===== src/rtl/parking_time_tracker_if.sv =====
// Event/result bundle between the gate controller, the parking time tracker
// and the fee/display logic.
interface parking_time_tracker_if #(
  parameter int TW     = 8,
  parameter int SLOTS  = 4,
  parameter int SLOT_W = 2
);
  // Entry/exit events from the gate/sensor controller
  logic              enter_valid;
  logic [SLOT_W-1:0] enter_slot;
  logic              exit_valid;
  logic [SLOT_W-1:0] exit_slot;

  // Time base, occupancy and duration results
  logic [TW-1:0]     now;
  logic [SLOTS-1:0]  occupied;
  logic              dur_valid;
  logic [SLOT_W-1:0] dur_slot;
  logic [TW-1:0]     duration;
  logic              dur_sat;
  logic              err;

  // Controller side: issues events, observes results
  modport master (
    output enter_valid, enter_slot, exit_valid, exit_slot,
    input  now, occupied, dur_valid, dur_slot, duration, dur_sat, err
  );

  // Tracker side: consumes events, produces results
  modport slave (
    input  enter_valid, enter_slot, exit_valid, exit_slot,
    output now, occupied, dur_valid, dur_slot, duration, dur_sat, err
  );
endinterface


===== src/rtl/parking_time_tracker.sv =====
// Multi-slot parking time tracker: free-running prescaled time base, one
// entry timestamp per slot, and a registered modulo-2^TW elapsed time on exit
// that saturates to all-ones once a slot has been held for a full wrap.
module parking_time_tracker #(
  parameter int TW       = 8,
  parameter int SLOTS    = 4,
  parameter int SLOT_W   = 2,
  parameter int TICK_DIV = 1
) (
  input  logic                 clk,
  input  logic                 rst,
  parking_time_tracker_if.slave bus
);

  localparam int            PW        = (TICK_DIV > 1) ? $clog2(TICK_DIV) : 1;
  localparam logic [PW-1:0] PRESC_MAX = PW'(TICK_DIV - 1);

  typedef enum logic [1:0] {
    FREE = 2'd0,
    OCC  = 2'd1,
    SAT  = 2'd2
  } slot_state_e;

  // Time base
  logic [PW-1:0] presc_q, presc_d;
  logic [TW-1:0] now_q, now_d;
  logic          tick;

  // Per-slot state and entry timestamps
  slot_state_e   state_q [SLOTS];
  slot_state_e   state_d [SLOTS];
  logic [TW-1:0] entry_q [SLOTS];
  logic [TW-1:0] entry_d [SLOTS];

  // Registered results
  logic              dur_valid_q, dur_valid_d;
  logic [SLOT_W-1:0] dur_slot_q,  dur_slot_d;
  logic [TW-1:0]     duration_q,  duration_d;
  logic              dur_sat_q,   dur_sat_d;
  logic              err_q,       err_d;

  // Loop temporaries for event decode
  logic enter_hit, exit_hit;
  logic enter_legal, exit_legal;

  // Prescaler and time-base next state
  // NOTE: every always_comb output is assigned on all paths (here and below via
  // defaults first) so no latch is inferred.
  always_comb begin
    tick    = (presc_q == PRESC_MAX);
    presc_d = tick ? '0 : presc_q + 1'b1;
    now_d   = tick ? now_q + 1'b1 : now_q;
  end

  // Per-slot FSM next state, exit result and error decode
  always_comb begin
    dur_valid_d = 1'b0;
    dur_slot_d  = dur_slot_q;
    duration_d  = duration_q;
    dur_sat_d   = dur_sat_q;
    err_d       = 1'b0;
    enter_hit   = 1'b0;
    exit_hit    = 1'b0;
    enter_legal = 1'b0;
    exit_legal  = 1'b0;

    for (int i = 0; i < SLOTS; i++) begin
      state_d[i] = state_q[i];
      entry_d[i] = entry_q[i];
      exit_hit   = bus.exit_valid  && (bus.exit_slot  == SLOT_W'(i));
      enter_hit  = bus.enter_valid && (bus.enter_slot == SLOT_W'(i));
      if (exit_hit)  exit_legal  = 1'b1;
      if (enter_hit) enter_legal = 1'b1;

      // Exit is evaluated first so a same-cycle re-entry reports the old stay.
      if (exit_hit) begin
        if (state_q[i] == FREE) begin
          err_d = 1'b1;
        end else begin
          dur_valid_d = 1'b1;
          dur_slot_d  = SLOT_W'(i);
          if (state_q[i] == SAT) begin
            duration_d = '1;
            dur_sat_d  = 1'b1;
          end else begin
            duration_d = now_q - entry_q[i];
            dur_sat_d  = 1'b0;
          end
          state_d[i] = FREE;
        end
      end

      if (enter_hit) begin
        if (state_d[i] == FREE) begin
          state_d[i] = OCC;
          entry_d[i] = now_q;
        end else begin
          err_d = 1'b1;
        end
      end else if (state_d[i] == OCC && tick && now_d == entry_q[i]) begin
        // The coming tick would make the elapsed time alias back to zero.
        state_d[i] = SAT;
      end
    end

    // Slot indices beyond SLOTS match no slot above.
    if (bus.exit_valid  && !exit_legal)  err_d = 1'b1;
    if (bus.enter_valid && !enter_legal) err_d = 1'b1;
  end

  // Time base registers
  // NOTE: sequential state uses non-blocking assignments so every register
  // samples pre-edge values regardless of statement order.
  always_ff @(posedge clk or posedge rst) begin
    if (rst) begin
      presc_q <= '0;
      now_q   <= '0;
    end else begin
      presc_q <= presc_d;
      now_q   <= now_d;
    end
  end

  // Slot state and entry timestamp registers
  // NOTE: the timestamp array is reset as well; it is small and a defined value
  // keeps post-reset behaviour deterministic.
  always_ff @(posedge clk or posedge rst) begin
    if (rst) begin
      for (int i = 0; i < SLOTS; i++) begin
        state_q[i] <= FREE;
        entry_q[i] <= '0;
      end
    end else begin
      for (int i = 0; i < SLOTS; i++) begin
        state_q[i] <= state_d[i];
        entry_q[i] <= entry_d[i];
      end
    end
  end

  // Result and error registers
  always_ff @(posedge clk or posedge rst) begin
    if (rst) begin
      dur_valid_q <= 1'b0;
      dur_slot_q  <= '0;
      duration_q  <= '0;
      dur_sat_q   <= 1'b0;
      err_q       <= 1'b0;
    end else begin
      dur_valid_q <= dur_valid_d;
      dur_slot_q  <= dur_slot_d;
      duration_q  <= duration_d;
      dur_sat_q   <= dur_sat_d;
      err_q       <= err_d;
    end
  end

  // Occupancy view and output drive
  always_comb begin
    bus.occupied = '0;
    for (int i = 0; i < SLOTS; i++) begin
      bus.occupied[i] = (state_q[i] != FREE);
    end
  end

  assign bus.now       = now_q;
  assign bus.dur_valid = dur_valid_q;
  assign bus.dur_slot  = dur_slot_q;
  assign bus.duration  = duration_q;
  assign bus.dur_sat   = dur_sat_q;
  assign bus.err       = err_q;

endmodule


===== src/flat_wrapper.sv =====
// flat-port wrapper written by rule: the top's interface ports become plain ports
module parking_time_tracker_flat 
#(
  parameter int TW       = 8,
  parameter int SLOTS    = 4,
  parameter int SLOT_W   = 2,
  parameter int TICK_DIV = 1
)
  (clk, rst, bus_enter_valid, bus_enter_slot, bus_exit_valid, bus_exit_slot, bus_now, bus_occupied, bus_dur_valid, bus_dur_slot, bus_duration, bus_dur_sat, bus_err);
  parking_time_tracker_if #(.TW(TW), .SLOTS(SLOTS), .SLOT_W(SLOT_W)) bus_i ();
  input  logic clk;
  input  logic rst;
  input wire logic [$bits(bus_i.enter_valid)-1:0] bus_enter_valid;
  input wire logic [$bits(bus_i.enter_slot)-1:0] bus_enter_slot;
  input wire logic [$bits(bus_i.exit_valid)-1:0] bus_exit_valid;
  input wire logic [$bits(bus_i.exit_slot)-1:0] bus_exit_slot;
  output wire logic [$bits(bus_i.now)-1:0] bus_now;
  output wire logic [$bits(bus_i.occupied)-1:0] bus_occupied;
  output wire logic [$bits(bus_i.dur_valid)-1:0] bus_dur_valid;
  output wire logic [$bits(bus_i.dur_slot)-1:0] bus_dur_slot;
  output wire logic [$bits(bus_i.duration)-1:0] bus_duration;
  output wire logic [$bits(bus_i.dur_sat)-1:0] bus_dur_sat;
  output wire logic [$bits(bus_i.err)-1:0] bus_err;
  assign bus_i.enter_valid = bus_enter_valid;
  assign bus_i.enter_slot = bus_enter_slot;
  assign bus_i.exit_valid = bus_exit_valid;
  assign bus_i.exit_slot = bus_exit_slot;
  assign bus_now = bus_i.now;
  assign bus_occupied = bus_i.occupied;
  assign bus_dur_valid = bus_i.dur_valid;
  assign bus_dur_slot = bus_i.dur_slot;
  assign bus_duration = bus_i.duration;
  assign bus_dur_sat = bus_i.dur_sat;
  assign bus_err = bus_i.err;
  parking_time_tracker #(.TW(TW), .SLOTS(SLOTS), .SLOT_W(SLOT_W), .TICK_DIV(TICK_DIV)) u_core (.clk(clk), .rst(rst), .bus(bus_i));
endmodule

===== config.mk =====
export PLATFORM = sky130hd
export DESIGN_NAME = parking_time_tracker_flat
export DESIGN_NICKNAME = d
export VERILOG_FILES = /design/src/rtl/parking_time_tracker_if.sv /design/src/rtl/parking_time_tracker.sv /design/src/flat_wrapper.sv
export SDC_FILE = /design/constraint.sdc
export NUM_CORES = 1
export LEC_CHECK = 0
export BUFFER_PORTS_ARGS = -buffer_cell sky130_fd_sc_hd__buf_2
export CAP_MARGIN = 20
export CELL_PAD_IN_SITES_DETAIL_PLACEMENT = 1
export CELL_PAD_IN_SITES_GLOBAL_PLACEMENT = 2
export CORE_AREA = 3 3 119 121
export DETAILED_ROUTE_END_ITERATION = 6
export DIE_AREA = 0 0 122 124
export PLACE_DENSITY_LB_ADDON = 0.1
export SKIP_LAST_GASP = 1
export SYNTH_ARGS = -nofsm -noshare
export SYNTH_HDL_FRONTEND = slang
export SYNTH_SLANG_ARGS = --single-unit

===== constraint.sdc =====
create_clock -name clk -period 3.2 [get_ports clk]
set_clock_uncertainty 0.15 [all_clocks]
set_input_delay 0.8 -clock clk [delete_from_list [all_inputs] [get_ports clk]]
set_output_delay 0.8 -clock clk [all_outputs]
set_load 0.03 [all_outputs]

==> results of run 1 <==
==> final cells by class <==
class,instances,share of cell area [%]
Tap cell,176,4.14
Inverter,36,2.54
Clock inverter,5,1.58
Sequential cell,61,28.7
Clock buffer,11,4.56
Timing Repair Buffer,44,4.94
Multi-Input combinational cell,389,53.6
==> per-layer routing <==
metal	up-vias	wire (um)	part of all wire, %	GRT usage [%]
li1	1902	-	-	-
met1	2002	7720	48	30.7
met2	78	7470	46	36.5
met3	21	540	3.3	3.72
met4	0	386	2.4	8.19
met5	-	0	0	0
==> Yosys cell counts (all sizes together), types with 2 or more instances <==
library cell	number	area share (%)
nand2	42	3.5
a21oi	22	2.4
and3b	3	0.57
a211oi	6	0.98
nor4	9	1.4
o21a	11	1.8
nor2	31	2.6
a31oi	8	1.1
xnor2	31	6.3
or2	2	0.27
nor3	11	1.6
dfrtp	61	33
xor2	16	3.6
mux2i	3	0.66
nand3b	2	0.33
nor3b	2	0.57
o211ai	3	0.49
o31a	4	0.77
o21ai	40	4.5
and2	5	0.68
nand4	4	0.55
ha	29	7.9
nand3	10	1.5
nand2b	8	1.1
or3	3	0.41
and3	4	0.57
a221oi	2	0.38
fa	4	1.8
o22ai	11	1.5
nor2b	12	1.6
clkbuf	3	0.25
a311oi	3	0.57
inv	36	3.0
o41a	2	0.49
buf	8	1.1
a22oi	4	0.66
mux2	20	4.9
a222oi	3	0.66
o31ai	2	0.33
o221ai	5	0.96
==> where the power goes <==
part / total (mW) / switching, mW / leakage (nW) / internal [mW]
clock network: 1.09 / 0.390 / 0.152 / 0.704
logic: 1.75 / 1.06 / 1.41 / 0.688
registers: 1.19 / 0.210 / 0.752 / 0.980
==> cells by family (layout without fill, tap and decap cells) <==
group / after synthesis / count (layout) / synth area share, %
adder cells (fa/ha/maj): 33 / 33 / 9.68
multiplexers: 23 / 23 / 5.58
AND/OR/NAND/NOR: 150 / 150 / 17.6
AO/OA/AOI/OAI: 136 / 136 / 19.5
flip-flops: 61 / 61 / 33.4
buffers and inverters: 47 / 96 / 4.35
XOR/XNOR: 47 / 47 / 9.90
==> cells in the final DEF, fill, tap and decap left out, types with 3 or more instances in the layout <==
cell type,count
mux2i_1,3
nand2_1,41
o221ai_1,5
fa_1,4
nand3_1,8
nor3_1,9
and3_1,3
dfrtp_1,61
a21oi_1,22
o21a_1,11
buf_4,11
mux2_2,19
o211ai_1,3
buf_2,32
nor2b_1,12
and2_1,5
ha_1,29
a311oi_1,3
o31a_1,4
or3_1,3
nor4_1,8
o22ai_1,11
a31oi_1,8
inv_1,34
nor2_1,30
a22oi_1,4
o21ai_1,8
xor2_1,14
xnor2_1,29
a222oi_1,3
nand4_1,4
o21ai_0,30
and3b_1,3
nand2b_1,8
a211oi_1,6
clkbuf_16,9
==> through the flow <==
step / utilization [%] / hold WS (ns) / std cells
finish: 40.3 / 0.339 / 722
floorplan: - / 0.304 / 497
global placement: 37.9 / 0.324 / 706
detailed placement: 37.9 / 0.337 / 706
global route: 40.3 / 0.365 / 722
CTS: 40.3 / 0.349 / 722
==> worst max path at each step <==
stage	start	endpoint	slack, ns	cells after the start
finish	u_core.bus.now[2]	u_core.bus.duration[6]	0.48	7
global placement	u_core.bus.now[0]	u_core.bus.duration[6]	0.48	9
CTS	u_core.bus.now[0]	u_core.bus.duration[6]	0.50	9
detailed placement	u_core.bus.now[2]	u_core.bus.duration[6]	0.51	7
floorplan	rst	u_core.bus.dur_sat	0.74	1
global route	u_core.bus.now[1]	u_core.bus.duration[6]	0.35	8
==> worst max-delay path, cell delays in order, from the launching register on <==
cell     delay [ns]
dfrtp_1        0.74
ha_1           0.38
nor2b_1        0.16
o31a_1         0.26
o21a_1         0.19
or3_1          0.31
a31oi_1        0.27
o22ai_1        0.13
==> state kept, by name, indices dropped and copies added, names as in the netlist <==
name and cells:
u_core.bus.duration 8, u_core.bus.err 1, u_core.state_q 8, u_core.bus.now 8, u_core.bus.dur_slot 2, u_core.bus.dur_valid 1, u_core.entry_q 32, u_core.bus.dur_sat 1
==> summary.md, run 1 <==
| Metric | Value |
|---|---|
| Final hold vios | 0 |
| DRC Markers | 0 |
| Routed wire length | 16.1 mm |
| Maximum vdd drop | 0.280 mV |
| RSZ-0062 raised after global routing | no |
| Setup WS pre-CTS | 0.509 ns |
| Post-layout min period | 2.72 ns |
| Worst hold path class | flop to flop |
| Die H | 124 um |
| Drt pass-1 iters | 6 |
| Pwr Density | 758 mW/mm^2 |
| R2r setup slk | 0.48 ns |
| Synth unique cells | 69 |
| Initial antenna violation count | 0 |
| Yosys Warn Count | 0 |
| Htree depth | 3 |
| Fill count | 1547 |
| Fin. max-slew vios | 0 |
| Post-route design area | 0.00532 mm^2 |
| Grt total ovfl | 0 |
| NumNets Final | 582 |
| Vias in the first global route | 4216 |
| GP Congestion | 0.917 |
| Num Clock Sinks | 61 |
| Clock Pin Slew Worst Setup and Hold Paths | 0.06 ns |
| P_leak | 2.31 nW |
| CP max FO | 14 |
| Initial Util | 34.7% |
| Worst Path Required | 3.27 ns |
| Detail Route Antenna Nets | 0 |
| Port Buffers | 32 |
| Mapped Cells | 497 |
| Clock Tree Root | clkbuf_16 |
| Hold depth | 2 |
| Row count | 42 |
| Hold_buf cts | 0 |
| Syn_area_per_cell | 9.20 um^2 |
| Reg-to-reg critical path startpoint | u_core.bus.now[2] |
| Final Cycle Share | 85.1% |
| Critical path capture point type | flop |
| Asr flop ratio synth | 100% |
| Sequential share of the synthesized area | 33.4% |
| CP arrival | 2.80 ns |
| PostCTS Resize Cnt | 0 |
| Wire length per cell | 22.3 um |
| Worst Hold Path EP | u_core.entry_q[0] |
| First-pass GRT wire length | 25.4 mm |
| Area of the multi-input gates | 0.00285 mm^2 |
| Outcome | complete, no violations |
| Insertion delay to the later sink of the worst-skew pair | 0.35 ns |
| Total Routing Usage GR | 22.6% |
| I/O pins | 33 |
| Worst r2r path cells | 7 |
| Post-CTS setup buffers | 0 |
| Kind of critical path | flop to flop |
| Setup_tns | 0 ns |
| Worst R2R End | u_core.bus.duration[6] |
| Number of synthesized flops with an enable pin | 0 |
| Die span in x | 122 um |
| Slack of the critical path | 0.478 ns |
| TritonCTS Buffers | 9 |
| Syn nets | 538 |
| Count of final setup violators | 0 |
| Overall Power | 4.03 mW |
| Vias per inst | 5.54 |
| CP Launch Type | flop |
| Max-cap violations | 0 |
| Vias | 4003 |
| Worst-case clock buffer depth | 2 |
| Synthesized flop and latch total | 61 |
| Hold_sp | u_core.entry_q[0] |
| Slew @ Worst Pin | 0.678 ns |
| Area of the mapped netlist | 0.00457 mm^2 |
| Initial drt markers | 282 |
| Largest net degree at the start of global routing | 38 |
| Die area | 0.0151 mm^2 |
| CTS tree | done |
| Ant diodes | 0 |
| Main synth FF type | dfrtp_1 |
| Detailed Place HPWL | 12.8 mm |
| Area added between synthesis and finish | 16.3% |
| Area of the core | 0.0132 mm^2 |
| Share of post-route cells with drive strength above 1 | 17.9% |
| Register area | 0.00153 mm^2 |
| Slew margin rel. | 54.8% |
| Max Clock Freq | 0.367 GHz |
| Area post-placement | 0.00499 mm^2 |
Power figures use the tool's default switching activity.
==> inputs of run 2 (changes only) <==
REMOVE_ABC_BUFFERS = 1   (was not set)
==> run 2 against run 1 <==
Sequential power about the same. Routed wire length rose by 0.43%. Final cell count increased by 0.55%. Global-route usage decreased by 0.22 points. Largest power group unchanged. Flip-flop and latch count unchanged.
==> summary.md, run 2 (synthesis gave the netlist of run 1 again) <==
| Metric | Value |
|---|---|
| Outcome | complete, no violations |
| RSZ-0062 raised after global routing | no |
| Largest register FFs | 32 (unchanged) |
| Final hold vios | 0 (unchanged) |
| CTS tree | done |
| Initial Util | 34.7% (unchanged) |
| Detailed Place HPWL | 12.7 mm (-0.86%) |
| NetSw | 1.62 mW (-2.7%) |
| Post-layout min period | 2.75 ns (+0.0283 ns) |
| Post-CTS setup buffers | 0 (unchanged) |
| Total Routing Usage GR | 22.4% (-0.22 points) |
| Max Clock Freq | 0.364 GHz (-1.0%) |
| NumNets Final | 586 (+0.69%) |
| Max-cap violations | 0 (unchanged) |
| Initial antenna violation count | 0 (unchanged) |
| Area added between synthesis and finish | 16.7% |
| PostCTS Resize Cnt | 0 (unchanged) |
| TritonCTS Buffers | 9 (unchanged) |
| Final Cycle Share | 86.0% (+0.88 points) |
| Hold_buf cts | 0 (unchanged) |
| Vias in the first global route | 4124 (-2.2%) |
| Clock Pin Slew Worst Setup and Hold Paths | 0.07 ns (about the same) |
| Critical path capture point type | flop |
| Reg with most FFs | u_core.entry_q |
| CP max FO | 9 (-5) |
| Hold depth | 2 (unchanged) |
| Routed wire length | 16.2 mm (+0.43%) |
| Kind of critical path | flop to flop |
| Logic gate share of total power | 43.6% (+0.3 points) |
| Maximum vdd drop | 0.257 mV (-8.4%) |
| Die H | 124 um (unchanged) |
| CP arrival | 2.81 ns (about the same) |
| Grt total ovfl | 0 (unchanged) |
| First-pass GRT wire length | 24.7 mm (-2.5%) |
| Commonest non-fill, non-tap cells in the layout | 61 x dfrtp_1, 41 x nand2_1, 34 x inv_1 |
| GP Congestion | 0.892 (-2.8%) |
| Pwr Density | 742 mW/mm^2 (-2.0%) |
| Initial drt markers | 213 (-24%) |
| Die area | 0.0151 mm^2 (unchanged) |
| Count of final setup violators | 0 (unchanged) |
| Pint | 2.35 mW (-0.96%) |
| I/O pins | 33 (unchanged) |
| Vias per inst | 5.51 (-0.60%) |
| Slew @ Worst Pin | 0.707 ns (+0.0291 ns) |
| Worst-case clock buffer depth | 2 (unchanged) |
| Slew margin rel. | 52.4% (-2.4 points) |
| Hold_sp | u_core.entry_q[8] |
| Detail Route Antenna Nets | 0 (unchanged) |
| Setup_tns | 0 ns (unchanged) |
| Share of post-route cells with drive strength above 1 | 18.5% (+0.60 points) |
| Clock Tree Root | clkbuf_16 |
| Worst R2R End | u_core.bus.duration[6] |
| Worst hold path class | flop to flop |
| Area of the core | 0.0132 mm^2 (unchanged) |
| CP Launch Type | flop |
| Die span in x | 122 um (unchanged) |
| Worst r2r path cells | 8 (+1) |
| Register share of total power | 29.6% (about the same) |
| Num Clock Sinks | 61 (unchanged) |
| Largest net degree at the start of global routing | 41 (+7.9%) |
| Vias | 4001 (-0.050%) |
| P_leak | 2.33 nW (+1.1%) |
| Port Buffers | 32 (unchanged) |
| Worst Hold Path EP | u_core.entry_q[8] |
| Worst Path Required | 3.26 ns (about the same) |
| Wire length per cell | 22.3 um (-0.13%) |
| Reg-to-reg critical path startpoint | u_core.bus.now[1] |
| Drt pass-1 iters | 4 (-2) |
| Insertion delay to the later sink of the worst-skew pair | 0.35 ns (about the same) |
| Row count | 42 (unchanged) |
| Sw frac | 40.8% (-0.42 points) |
| Overall Power | 3.96 mW (-1.7%) |
| Ant diodes | 0 (unchanged) |
| Clock Power Share | 26.8% (-0.4 points) |
| Htree depth | 3 (unchanged) |
| R2r setup slk | 0.45 ns (-0.03 ns) |
| Fin. max-slew vios | 0 (unchanged) |
| Most common cell after layout, fill and taps aside | dfrtp_1 |
| DRC Markers | 0 (unchanged) |
==> run 2: changes by cell type in the layout (fill, tap and decap cells not counted) <==
cell / before / now
clkinvlp_4: 2 / 0
buf_4: 11 / 15
clkinv_4: 1 / 2
clkbuf_8: 1 / 0
clkinv_2: 0 / 2
==> run 2: worst max-delay path, cell delays in order (launching register included) <==
cell      delay [ns]
dfrtp_1         0.66
inv_1           0.33
fa_1            0.54
nor2b_1         0.17
o31a_1          0.20
o211ai_1        0.10
o41a_1          0.14
o22ai_1         0.23
o22ai_1         0.11
==> run 2: cell type report <==
class	instances	area (um^2)
clock buffer	10	229
clock inverter	6	87.6
fill	1525	7850
inverter	36	135
multi-input combinational	389	2850
sequential	61	1530
tap	176	220
timing repair buffer	48	293
==> run 2: stage by stage <==
stage                     instances  hold slack, ns  setup WS [ns]  area [um^2]  util (%)
after floorplan                 486           0.304          0.711         4510         -
after global placement          709           0.318          0.457         5020      38.0
after detailed placement        709           0.326          0.430         5020      38.0
after CTS                       725           0.337          0.403         5330      40.4
after global routing            726           0.358          0.252         5340      40.5
final                           726           0.342          0.449         5340      40.5
==> run 2: power by group through the flow <==
| stage | Sequential (mW) | Combinational [mW] | Clock, mW |
|---|---|---|---|
| floorplan | 1.27 | 1.09 | 0 |
| global placement | 1.18 | 1.69 | 0 |
| detailed placement | 1.19 | 1.71 | 0 |
| CTS | 1.18 | 1.73 | 1.08 |
| global route | 1.21 | 1.91 | 1.11 |
| finish | 1.17 | 1.73 | 1.06 |
==> run 2: per-layer routing <==
| metal | routed length [um] | track usage (%) | vias to the layer above |
|---|---|---|---|
| li1 | - | - | 1903 |
| met1 | 7460 | 29.7 | 1976 |
| met2 | 7550 | 36.7 | 93 |
| met3 | 701 | 3.18 | 29 |
| met4 | 482 | 9.52 | 0 |
| met5 | 0 | 0 | - |
==> run 2: worst max path at each step <==
| stage | end | cells after the start | slack, ns | start |
|---|---|---|---|---|
| 2_1_floorplan | u_core.bus.duration[6] | 7 | 0.71 | u_core.bus.now[2] |
| 3_3_place_gp | u_core.bus.duration[4] | 7 | 0.46 | u_core.bus.now[1] |
| 3_5_place_dp | u_core.bus.duration[6] | 7 | 0.43 | u_core.bus.now[2] |
| 4_1_cts | u_core.bus.duration[6] | 7 | 0.40 | u_core.bus.now[2] |
| 5_1_grt | u_core.bus.duration[6] | 8 | 0.25 | u_core.bus.now[1] |
| 6_report | u_core.bus.duration[6] | 8 | 0.45 | u_core.bus.now[1] |
